File: src/rtl/sdram_lfsr_tester.sv
// SDRAM soak-test sequencer: fills memory from a 22-bit LFSR (x^22 + x^21 + 1),
// rewinds the LFSR and reads the region back, counting passes and mismatches.
module sdram_lfsr_tester #(
  parameter int          ADDR_WIDTH = 22,
  parameter int          DATA_WIDTH = 16,
  parameter logic [21:0] SEED       = 22'd4
) (
  input  logic                  clk,
  input  logic                  reset,
  input  logic                  start,
  input  logic                  stop,
  output logic                  mem_req,
  output logic                  mem_wr,
  output logic [ADDR_WIDTH-1:0] mem_addr,
  output logic [DATA_WIDTH-1:0] mem_wdata,
  input  logic                  mem_ack,
  input  logic [DATA_WIDTH-1:0] mem_rdata,
  output logic                  busy,
  output logic [15:0]           pass_count,
  output logic [15:0]           error_count,
  output logic                  error_flag,
  output logic [ADDR_WIDTH-1:0] fail_addr
);

  typedef enum logic [2:0] {
    IDLE   = 3'd0,
    WRITE  = 3'd1,
    REWIND = 3'd2,
    READ   = 3'd3,
    NEXT   = 3'd4
  } state_t;

  state_t      state, state_next;
  logic [21:0] lfsr, lfsr_next;
  logic [21:0] saved_seed;
  logic [21:0] next_seed;
  logic        beat;
  logic        last_addr;
  logic        mismatch;

  function automatic logic [21:0] lfsr_step(input logic [21:0] v);
    return {v[20:0], v[21] ^ v[20]};
  endfunction

  function automatic logic [15:0] sat_inc16(input logic [15:0] v);
    return (v == 16'hFFFF) ? v : v + 16'd1;
  endfunction

  assign beat      = mem_req && mem_ack;
  assign last_addr = (mem_addr == '1);
  assign mismatch  = (state == READ) && beat && (mem_rdata != lfsr[DATA_WIDTH-1:0]);

  always_comb begin
    state_next = state;
    lfsr_next  = lfsr;
    case (state)
      IDLE:   if (start) state_next = WRITE;
      WRITE: begin
        if (beat) begin
          lfsr_next = lfsr_step(lfsr);
          if (last_addr) state_next = REWIND;
        end
      end
      REWIND: begin
        lfsr_next  = saved_seed;
        state_next = READ;
      end
      READ: begin
        if (beat) begin
          lfsr_next = lfsr_step(lfsr);
          if (last_addr) state_next = NEXT;
        end
      end
      NEXT: begin
        lfsr_next  = next_seed;
        state_next = stop ? IDLE : WRITE;
      end
      default: state_next = IDLE;
    endcase
  end

  // Sequencer state, LFSR and the registered memory port. Everything is
  // derived from state_next so the port is glitch-free and ack never reaches
  // mem_req combinationally.
  always_ff @(posedge clk or posedge reset) begin
    if (reset) begin
      state      <= IDLE;
      lfsr       <= SEED;
      saved_seed <= SEED;
      next_seed  <= SEED;
      busy       <= 1'b0;
      mem_req    <= 1'b0;
      mem_wr     <= 1'b0;
      mem_addr   <= '0;
      mem_wdata  <= '0;
    end else begin
      state   <= state_next;
      lfsr    <= lfsr_next;
      busy    <= (state_next != IDLE);
      mem_req <= (state_next == WRITE) || (state_next == READ);
      mem_wr  <= (state_next == WRITE);
      // lfsr_next only moves on an accepted beat or a state change, so the
      // write data stays put while a request is outstanding.
      if (state_next == WRITE) mem_wdata <= lfsr_next[DATA_WIDTH-1:0];
      if (state == WRITE || state == READ) begin
        if (beat) mem_addr <= mem_addr + ADDR_WIDTH'(1);
      end else begin
        mem_addr <= '0;
      end
      if (state == IDLE)   saved_seed <= lfsr;
      if (state == NEXT)   saved_seed <= next_seed;
      if (state == REWIND) next_seed  <= lfsr;
    end
  end

  // Status counters: cleared by a run start, updated in the ack cycle.
  always_ff @(posedge clk or posedge reset) begin
    if (reset) begin
      pass_count  <= 16'd0;
      error_count <= 16'd0;
      error_flag  <= 1'b0;
      fail_addr   <= '0;
    end else if (state == IDLE && start) begin
      pass_count  <= 16'd0;
      error_count <= 16'd0;
      error_flag  <= 1'b0;
      fail_addr   <= '0;
    end else begin
      if (state == NEXT) pass_count <= pass_count + 16'd1;
      if (mismatch) begin
        error_count <= sat_inc16(error_count);
        if (!error_flag) begin
          error_flag <= 1'b1;
          fail_addr  <= mem_addr;
        end
      end
    end
  end

endmodule
File: config.mk
export PLATFORM = sky130hd
export DESIGN_NAME = sdram_lfsr_tester
export DESIGN_NICKNAME = d
export VERILOG_FILES = /design/src/rtl/sdram_lfsr_tester.sv
export SDC_FILE = /design/constraint.sdc
export NUM_CORES = 1
export LEC_CHECK = 0
export CAP_MARGIN = 5
export CORE_ASPECT_RATIO = 1.5
export CORE_UTILIZATION = 49
export CTS_CLUSTER_DIAMETER = 30
export DETAILED_ROUTE_END_ITERATION = 12
export PLACE_DENSITY_LB_ADDON = 0.05
export SYNTH_ARGS = -nofsm -noshare
export SYNTH_HDL_FRONTEND = slang
export SYNTH_SLANG_ARGS = --single-unit
File: constraint.sdc
create_clock -name clk -period 5.4 [get_ports clk]
set_input_delay 1.08 -clock clk [delete_from_list [all_inputs] [get_ports clk]]
set_output_delay 1.08 -clock clk [all_outputs]
set_load 0.03 [all_outputs]
## Word level (Yosys, flattened, before mapping)

Cells that the tools add are included.

| storage, ports and cells | value |
|---|---|
| register bits after elaboration | 165 |
| latch bits | 0 |
| bits in writable memories | 0 |
| bits in read-only memories | 0 |
| input port bits | 21 |
| output and inout bits | 96 |
| memories | 0 |

| operators by class | value |
|---|---|
| add/subtract/negate cells | 3 |
| multipliers | 0 |
| divide/modulo/power cells | 0 |
| magnitude comparators | 0 |
| equality and inequality tests | 13 |
| shift-type cells | 0 |
| multiplexer cells | 23 |
| bitwise operators | 1 |
| reduce and logical (&&, ||, !) cells | 16 |

Operators with widths:

| operator | count |
|---|---|
| 2-to-1 mux 22 bit | 8 |
| 2-to-1 mux 16 bit | 5 |
| one-hot mux 22 bit (3 select lines) | 1 |
| adder 16 x 1 -> 16 bit, second input constant | 2 |
| adder 22 x 1 -> 22 bit, second input constant | 1 |
| == test 22 bit, second input constant | 1 |
| == test 16 bit, second input constant | 1 |
| != test 16 bit | 1 |
| 2-to-1 mux 3 bit | 5 |
| one-hot mux 3 bit (5 select lines) | 1 |
| == test 3 x 2 -> 1 bit, second input constant | 3 |
| == test 3 x 1 -> 1 bit, second input constant | 2 |
| AND reduction 2 bit | 3 |
| nonzero test 2 bit | 3 |
| nonzero test 3 bit | 2 |
| logical AND 1 bit | 4 |
| != test 2 x 1 -> 1 bit, second input constant | 2 |
| != test 2 bit, second input constant | 2 |
| == test 3 bit, second input constant | 1 |
| logical NOT 3 bit | 1 |
| 2-to-1 mux 1 bit | 3 |
| logical OR 1 bit | 2 |
| OR reduction 2 bit | 1 |
| bitwise XOR 1 bit | 1 |

## Logic depth before layout (Yosys ltp)

Gate-level depths: netlist (run 1).

| depth | value |
|---|---|
| depth in word-level cells | 6 |
| mapped depth | 9 |
| gate-level depth less buffers | 6 |

## Worst setup path after synthesis (run 1)

No wires, ideal clock.

| path | value |
|---|---|
| kind | input port to flip-flop |
| from | input mem_ack |
| to | register mem_wdata[0] |
| arrival | 2.895 ns |
| required time | 5.275 ns |
| slack | 2.380 ns |
| stages on the path | 8 |
| path buffers | 3 |
| cells stage by stage | nand4_1 or4b_1 buf_2 nor4b_4 o41a_1 buf_6 buf_12 mux2_4 |

| on the way | value |
|---|---|
| cells in the longest elaborated chain, start to end | 4 |
| elaborated cells between the ends (all ways) | 7 |

Ends and longest elaborated chain:

| item | RTL line | source |
|---|---|---|
| start, declared | 16 | `input logic mem_ack,` |
| logical AND 1 bit (*) | 49 | `assign beat = mem_req && mem_ack;` |
| 2-to-1 mux 3 bit (on tied branches) | 69, 59 |  |
| one-hot mux 3 bit (5 select lines) | 56 | `case (state)` |
| == test 3 x 1 -> 1 bit | 104 | `if (state_next == WRITE) mem_wdata <= lfsr_next[DATA_WIDTH-1:0];` |
| end signal, assigned | 104 |  |
| end, declared | 15 | `output logic [DATA_WIDTH-1:0] mem_wdata,` |

Mark *: on every way between the ends. The rest lies on a longest branch, timed or not. The select of a mux whose other input is x is not followed.
A chain may end at the register's enable or synchronous reset.

## Worst setup path in the final report (run 1)

| path | value |
|---|---|
| from | input mem_ack |
| to | register mem_wdata[9] |

The elaborated chain is that of the path after synthesis.

==> results by group, run 1 <==
Routing
  • Routed vias/inst: 5.75
  • DRC errors left: 0
  • Vias: 5,927
  • First-pass detailed-route iteration total: 5
  • Initial DRC count: 381
  • WL final: 18,200 um
  • Post-route ant nets: 0
  • Wire per inst: 17.6 um

Timing
  • Final Setup Violations: 0
  • Tmin final: 3.40 ns
  • Final Skew: 0.0151 ns
  • Max-slew violation count: 0
  • Max Freq: 0.294 GHz
  • Slew HR: 15.4%
  • Unrepaired setup endpoints after global routing: false
  • Final TNS setup: 0 ns
  • Final worst slack: 2.00 ns
  • Fin. Hold Viols: 0
  • Final period utilization: 62.9%
  • Slew @ Worst Pin: 1.27 ns

Global route
  • GRT Total Usage: 23.5%
  • GRT Residual Overflow: 0
  • Initial antenna violation count: 0
  • Global-route wire length before repair: 30,400 um
  • Vias in the first global route: 6,121
  • Largest net degree at the start of global routing: 166

Power
  • Total power: 2820 uW
  • Peak supply drop: 0.214 mV
  • Pleak: 0.00425 uW
  • PD cells: 293 mW/mm^2

Critical path
  • Nature of the critical path startpoint: input pin
  • Crit path arrival time: 3.71 ns
  • Crit path required time: 5.71 ns
  • Worst-path fanout max: 17
  • Critical path class: input pin to flip-flop
  • Crit end category: flip-flop

Clocking
  • H-tree depth: 4
  • CTS Sinks: 165
  • CTS Buf Count: 17
  • Clock buffer depth: 2
  • Setup repair bufs after CTS: 0
  • Post_cts resized: 0
  • Clk Tree Root Cell: clkbuf_16
  • Clk pin slew, worst setup/hold paths: 0.06 ns
  • CTS tree: yes
  • Worst skew pair latency: 0.42 ns
  • Count of hold-fix buffers inserted at cts: 0

Synth
  • Post-synthesis adder-cell area fraction: 0.486%
  • Simple-Gate Fraction of Synth Area: 15.0%
  • Post-Syn Instances: 719
  • Compound-Gate Fraction of Synth Area: 10.9%
  • EDFF count, synth: 0
  • Syn Nets: 743
  • Post-Synth XOR/XNOR Area: 4.42%
  • Main combinational cell family by area after synthesis: simple AND/OR/NAND/NOR gates
  • Fraction of registers with async set/reset: 100%
  • Mapped Avg Cell Area: 10.7 um^2
  • Mux cell area share after synthesis: 11.8%
  • Synth warn: 0
  • Synth cell types: 47
  • Post-Syn Area: 0.00773 mm^2
  • Prevailing post-synth register cell: dfrtp_1
  • Register area share after synthesis: 53.5%
  • Synth Register Bits: 165

Placed design
  • Placed Instances: 999
  • Dpl ws: 1.56 ns
  • GPL Wtd Cong: 0.819
  • DP Wirelength: 12,000 um
  • Port Buf Inserts: 116

Layout
  • Filler instances: 1,322
  • Footprint of the multi-input gates: 0.00331 mm^2
  • Share of layout cells above drive strength 1: 10.9%
  • P&R area growth vs syn: 24.5%
  • # diodes: 0
  • Reg area: 0.00413 mm^2
  • Final Net Count: 843
  • Final cell count without fillers: 1,031

Die
  • Num ports: 117
  • Initial Utilization: 50.6%
  • Core Area: 0.0153 mm^2
  • Die W: 105 um
  • Die Area: 0.0163 mm^2
  • Cell row count: 55
  • Die Y: 156 um

Job
  • Max Cap Viol: 0

Worst hold path
  • Hold/Removal Path Class: flip-flop to flip-flop

Status
  • Status: finished clean
==> worst max-delay path, stage by stage <==
cell             delay [ns]
clkdlybuf4s50_1        0.53
nand4_1                0.14
or4b_1                 0.70
nor4b_4                0.37
o41a_1                 0.20
buf_4                  0.31
mux2_2                 0.38
==> routing by layer <==
layer	vias to the layer above	track usage [%]	part of all wire, %
li1	2793	-	-
met1	2979	27.1	42
met2	131	42.4	53
met3	24	4.14	3.1
met4	0	10.2	2.1
met5	-	0	0
==> state kept, by name, indices dropped and copies added (netlist names) <==
name and flops:
fail_addr 22, lfsr 22, mem_addr 22, next_seed 22
saved_seed 22, error_count 16, mem_wdata 16, pass_count 16
state 3, busy 1, error_flag 1, mem_req 1
mem_wr 1
==> synth_stat cells (7+ instances only) <==
master / count / area (um^2)
a21oi_1: 21 / 105
a221o_1: 7 / 70.1
a222oi_1: 15 / 150
a22o_1: 8 / 70.1
and3_1: 9 / 56.3
and4_1: 7 / 61.3
clkbuf_1: 34 / 128
dfrtp_1: 162 / 4050
inv_1: 27 / 101
mux2_2: 29 / 327
mux2_4: 9 / 135
mux2i_1: 45 / 450
nand2_1: 98 / 368
nand3_1: 19 / 95.1
nand4_1: 15 / 93.8
nor2_1: 30 / 113
nor4_1: 12 / 75.1
o21ai_0: 52 / 260
o31ai_1: 14 / 105
or3_1: 8 / 50.1
or4_1: 13 / 97.6
xnor2_1: 19 / 166
xor2_1: 20 / 175
==> cell usage in the layout (no fill, tap or decap), types with 3 or more instances in the layout <==
cell type,n
dfrtp_1,162
clkdlybuf4s50_1,116
nand2_1,98
o21ai_0,52
mux2i_1,45
nor2_1,30
mux2_2,29
inv_1,26
a21oi_1,21
xor2_1,20
nand3_1,19
xnor2_1,19
clkbuf_16,17
nand4_1,15
a222oi_1,15
o31ai_1,13
or4_1,13
nor4_1,12
and3_1,9
mux2_4,9
buf_4,9
or3_1,8
a22o_1,8
and4_1,7
a221o_1,7
inv_6,6
clkinvlp_4,4
clkinv_4,4
nor2b_1,3
nor3b_2,3
nor3_1,3
ha_1,3
dfstp_2,3
==> path summary, 6_finish.rpt <==
check | end | from | slack [ns] | depth (start not counted)
max | mem_wdata[9] | mem_ack | 2.00 | 7
min | saved_seed[6] | saved_seed[6] | 0.49 | 2
max reg2reg | mem_wdata[9] | mem_addr[0] | 2.49 | 7
min reg2reg | saved_seed[6] | saved_seed[6] | 0.49 | 2
max in group asynchronous | lfsr[10] | reset | 3.45 | 3
min in group asynchronous | fail_addr[18] | reset | 1.25 | 3
==> kinds of logic (layout without fill, tap and decap cells) <==
family          after synthesis  count (layout)
simple gates                230             230
flops                       165             165
compound gates              127             127
mux                          83              83
buf+inv                      72             185
xor+xnor                     39              39
fa+ha+maj                     3               3
==> final cells by class <==
cell class              count  share of cell area [%]
well taps                 199                    2.59
inverters                  27                    1.09
flip-flops and latches    165                    43.0
clock inverters            14                    1.46
clock buffers              18                    4.46
repair buffers            126                    13.0
multi-input cells         482                    34.4
==> power by group <==
group | internal (uW) | leakage, uW | total [uW] | switching [uW]
combinational | 127 | 0.00176 | 312 | 185
sequential | 1280 | 0.00222 | 1340 | 62.8
clock | 646 | 0.000269 | 1170 | 523
total | 2050 | 0.00425 | 2820 | 771
==> through the flow <==
step	area, um^2	utilization (%)	hold WS, ns
final	9620	62.9	0.489
after global routing	9620	62.9	0.523
after CTS	9620	62.9	0.492
after detailed placement	9050	59.2	0.475
after global placement	9050	59.2	0.463
after floorplan	7730	-	0.450
Power figures use the tool's default switching activity.
==> run 2: changes to the inputs <==
- CORE_UTILIZATION: 49 -> 54
- clock period: 5.4 -> 3.3 ns (I/O delays scaled with it)
==> results by group, run 2 (same netlist as run 1, synthesis figures left out) <==
Status
  • Status: finished clean

Clocking
  • Count of hold-fix buffers inserted at cts: 0
  • CTS Sinks: 165
  • Post_cts resized: 0
  • H-tree depth: 4
  • CTS tree: yes
  • Clock buffer depth: 2
  • Clk pin slew, worst setup/hold paths: 0.06 ns
  • Clk Tree Root Cell: clkbuf_16
  • Worst skew pair latency: 0.42 ns
  • CTS Buf Count: 17
  • Setup repair bufs after CTS: 0

Layout
  • # diodes: 0
  • P&R area growth vs syn: 26.0%
  • Final Net Count: 855
  • Final Instance Area: 0.00973 mm^2
  • Filler instances: 1,073
  • Share of layout cells above drive strength 1: 11.6%
  • Commonest non-fill, non-tap cell in the layout: dfrtp_1
  • Most frequent cells in the layout: dfrtp_1 (162), clkdlybuf4s50_1 (116), nand2_1 (98)

Routing
  • WL final: 17,900 um
  • Post-route ant nets: 0
  • Routed vias/inst: 5.85
  • Initial DRC count: 395
  • Wire per inst: 17.3 um
  • Vias: 6,065
  • First-pass detailed-route iteration total: 6
  • DRC errors left: 0

Global route
  • GRT Residual Overflow: 0
  • Global-route wire length before repair: 29,500 um
  • Initial antenna violation count: 0
  • Vias in the first global route: 5,981
  • GRT Total Usage: 25.3%
  • Largest net degree at the start of global routing: 47

Power
  • PD cells: 467 mW/mm^2
  • Peak supply drop: 0.360 mV
  • Pleak: 0.00431 uW

Die
  • Die W: 99.7 um
  • Initial Utilization: 55.2%
  • Die Y: 149 um
  • Cell row count: 53
  • Core Area: 0.0140 mm^2
  • Die Area: 0.0148 mm^2
  • Num ports: 117

Critical path
  • Flop2flop setup slack: 0.73 ns
  • Nature of the critical path startpoint: input pin
  • Worst-path fanout max: 17
  • Crit end category: flip-flop
  • Worst r2r path cells: 7
  • Crit path required time: 3.60 ns
  • Critical path class: input pin to flip-flop
  • Crit path arrival time: 2.96 ns

Worst hold path
  • Hold-critical path depth: 2
  • Hold/Removal Path Class: flip-flop to flip-flop

Timing
  • Unrepaired setup endpoints after global routing: false
  • Fin. Hold Viols: 0
  • Final TNS setup: 0 ns
  • Tmin final: 2.66 ns
  • Max Freq: 0.376 GHz
  • Final Setup Violations: 0
  • Max-slew violation count: 0
  • Slew HR: 38.9%
  • Final period utilization: 80.7%
  • Slew @ Worst Pin: 0.913 ns
  • Final Skew: 0.00802 ns

Job
  • Max Cap Viol: 0

Placed design
  • Port Buf Inserts: 116
  • Post-DP Area: 0.00919 mm^2
  • GPL Wtd Cong: 0.808
  • DP Wirelength: 12,500 um
run 2: power breakdown:
| group | switching, uW | internal [uW] |
|---|---|---|
| Sequential | 96.0 | 2090 |
| Clock | 780 | 1060 |
| Combinational | 306 | 216 |
run 2: cell type report:
type / instances / area, um^2 / share of cell area (%)
sequential: 165 / 4130 / 42.5
timing repair buffer: 138 / 1400 / 14.4
tap: 192 / 240 / 2.47
clock buffer: 24 / 462 / 4.74
multi-input combinational: 482 / 3310 / 34.0
inverter: 27 / 105 / 1.08
clock inverter: 8 / 78.8 / 0.810
run 2: through the flow:
step / hold slack (ns) / power [uW] / utilization (%) / setup slack, ns / cells
4_1_cts: 0.488 / 4580 / 69.6 / 0.631 / 1036
2_1_floorplan: 0.450 / 2510 / - / 0.544 / 719
3_5_place_dp: 0.476 / 2750 / 65.7 / 0.214 / 1004
5_1_grt: 0.513 / 4720 / 69.6 / 0.558 / 1036
3_3_place_gp: 0.462 / 2730 / 65.7 / 0.234 / 1004
6_report: 0.485 / 4540 / 69.6 / 0.637 / 1036
run 2: routing by layer:
| layer | vias to the layer above | track usage, % | part of all wire [%] | wire length (um) |
|---|---|---|---|---|
| met5 | - | 0 | 0 | 0 |
| met4 | 0 | 10.4 | 2.4 | 422 |
| met3 | 30 | 4.75 | 4.2 | 761 |
| met2 | 188 | 43.8 | 53 | 9480 |
| met1 | 3028 | 30.9 | 40 | 7240 |
| li1 | 2819 | - | - | - |
run 2: path summary, 6_finish.rpt:
check	endpoint	start
min in group asynchronous	mem_wr	reset
setup reg to reg	mem_wdata[10]	mem_addr[0]
hold / removal	saved_seed[2]	saved_seed[2]
setup / recovery	mem_wdata[10]	mem_ack
hold reg to reg	saved_seed[2]	saved_seed[2]
max in group asynchronous	lfsr[19]	reset
run 2: worst max-delay path: stages:
cell and delay (ns):
clkdlybuf4s50_1 0.51, nand4_1 0.15, or4b_1 0.60, nor4b_4 0.26, o41a_1 0.23, buf_12 0.20, mux2_2 0.35
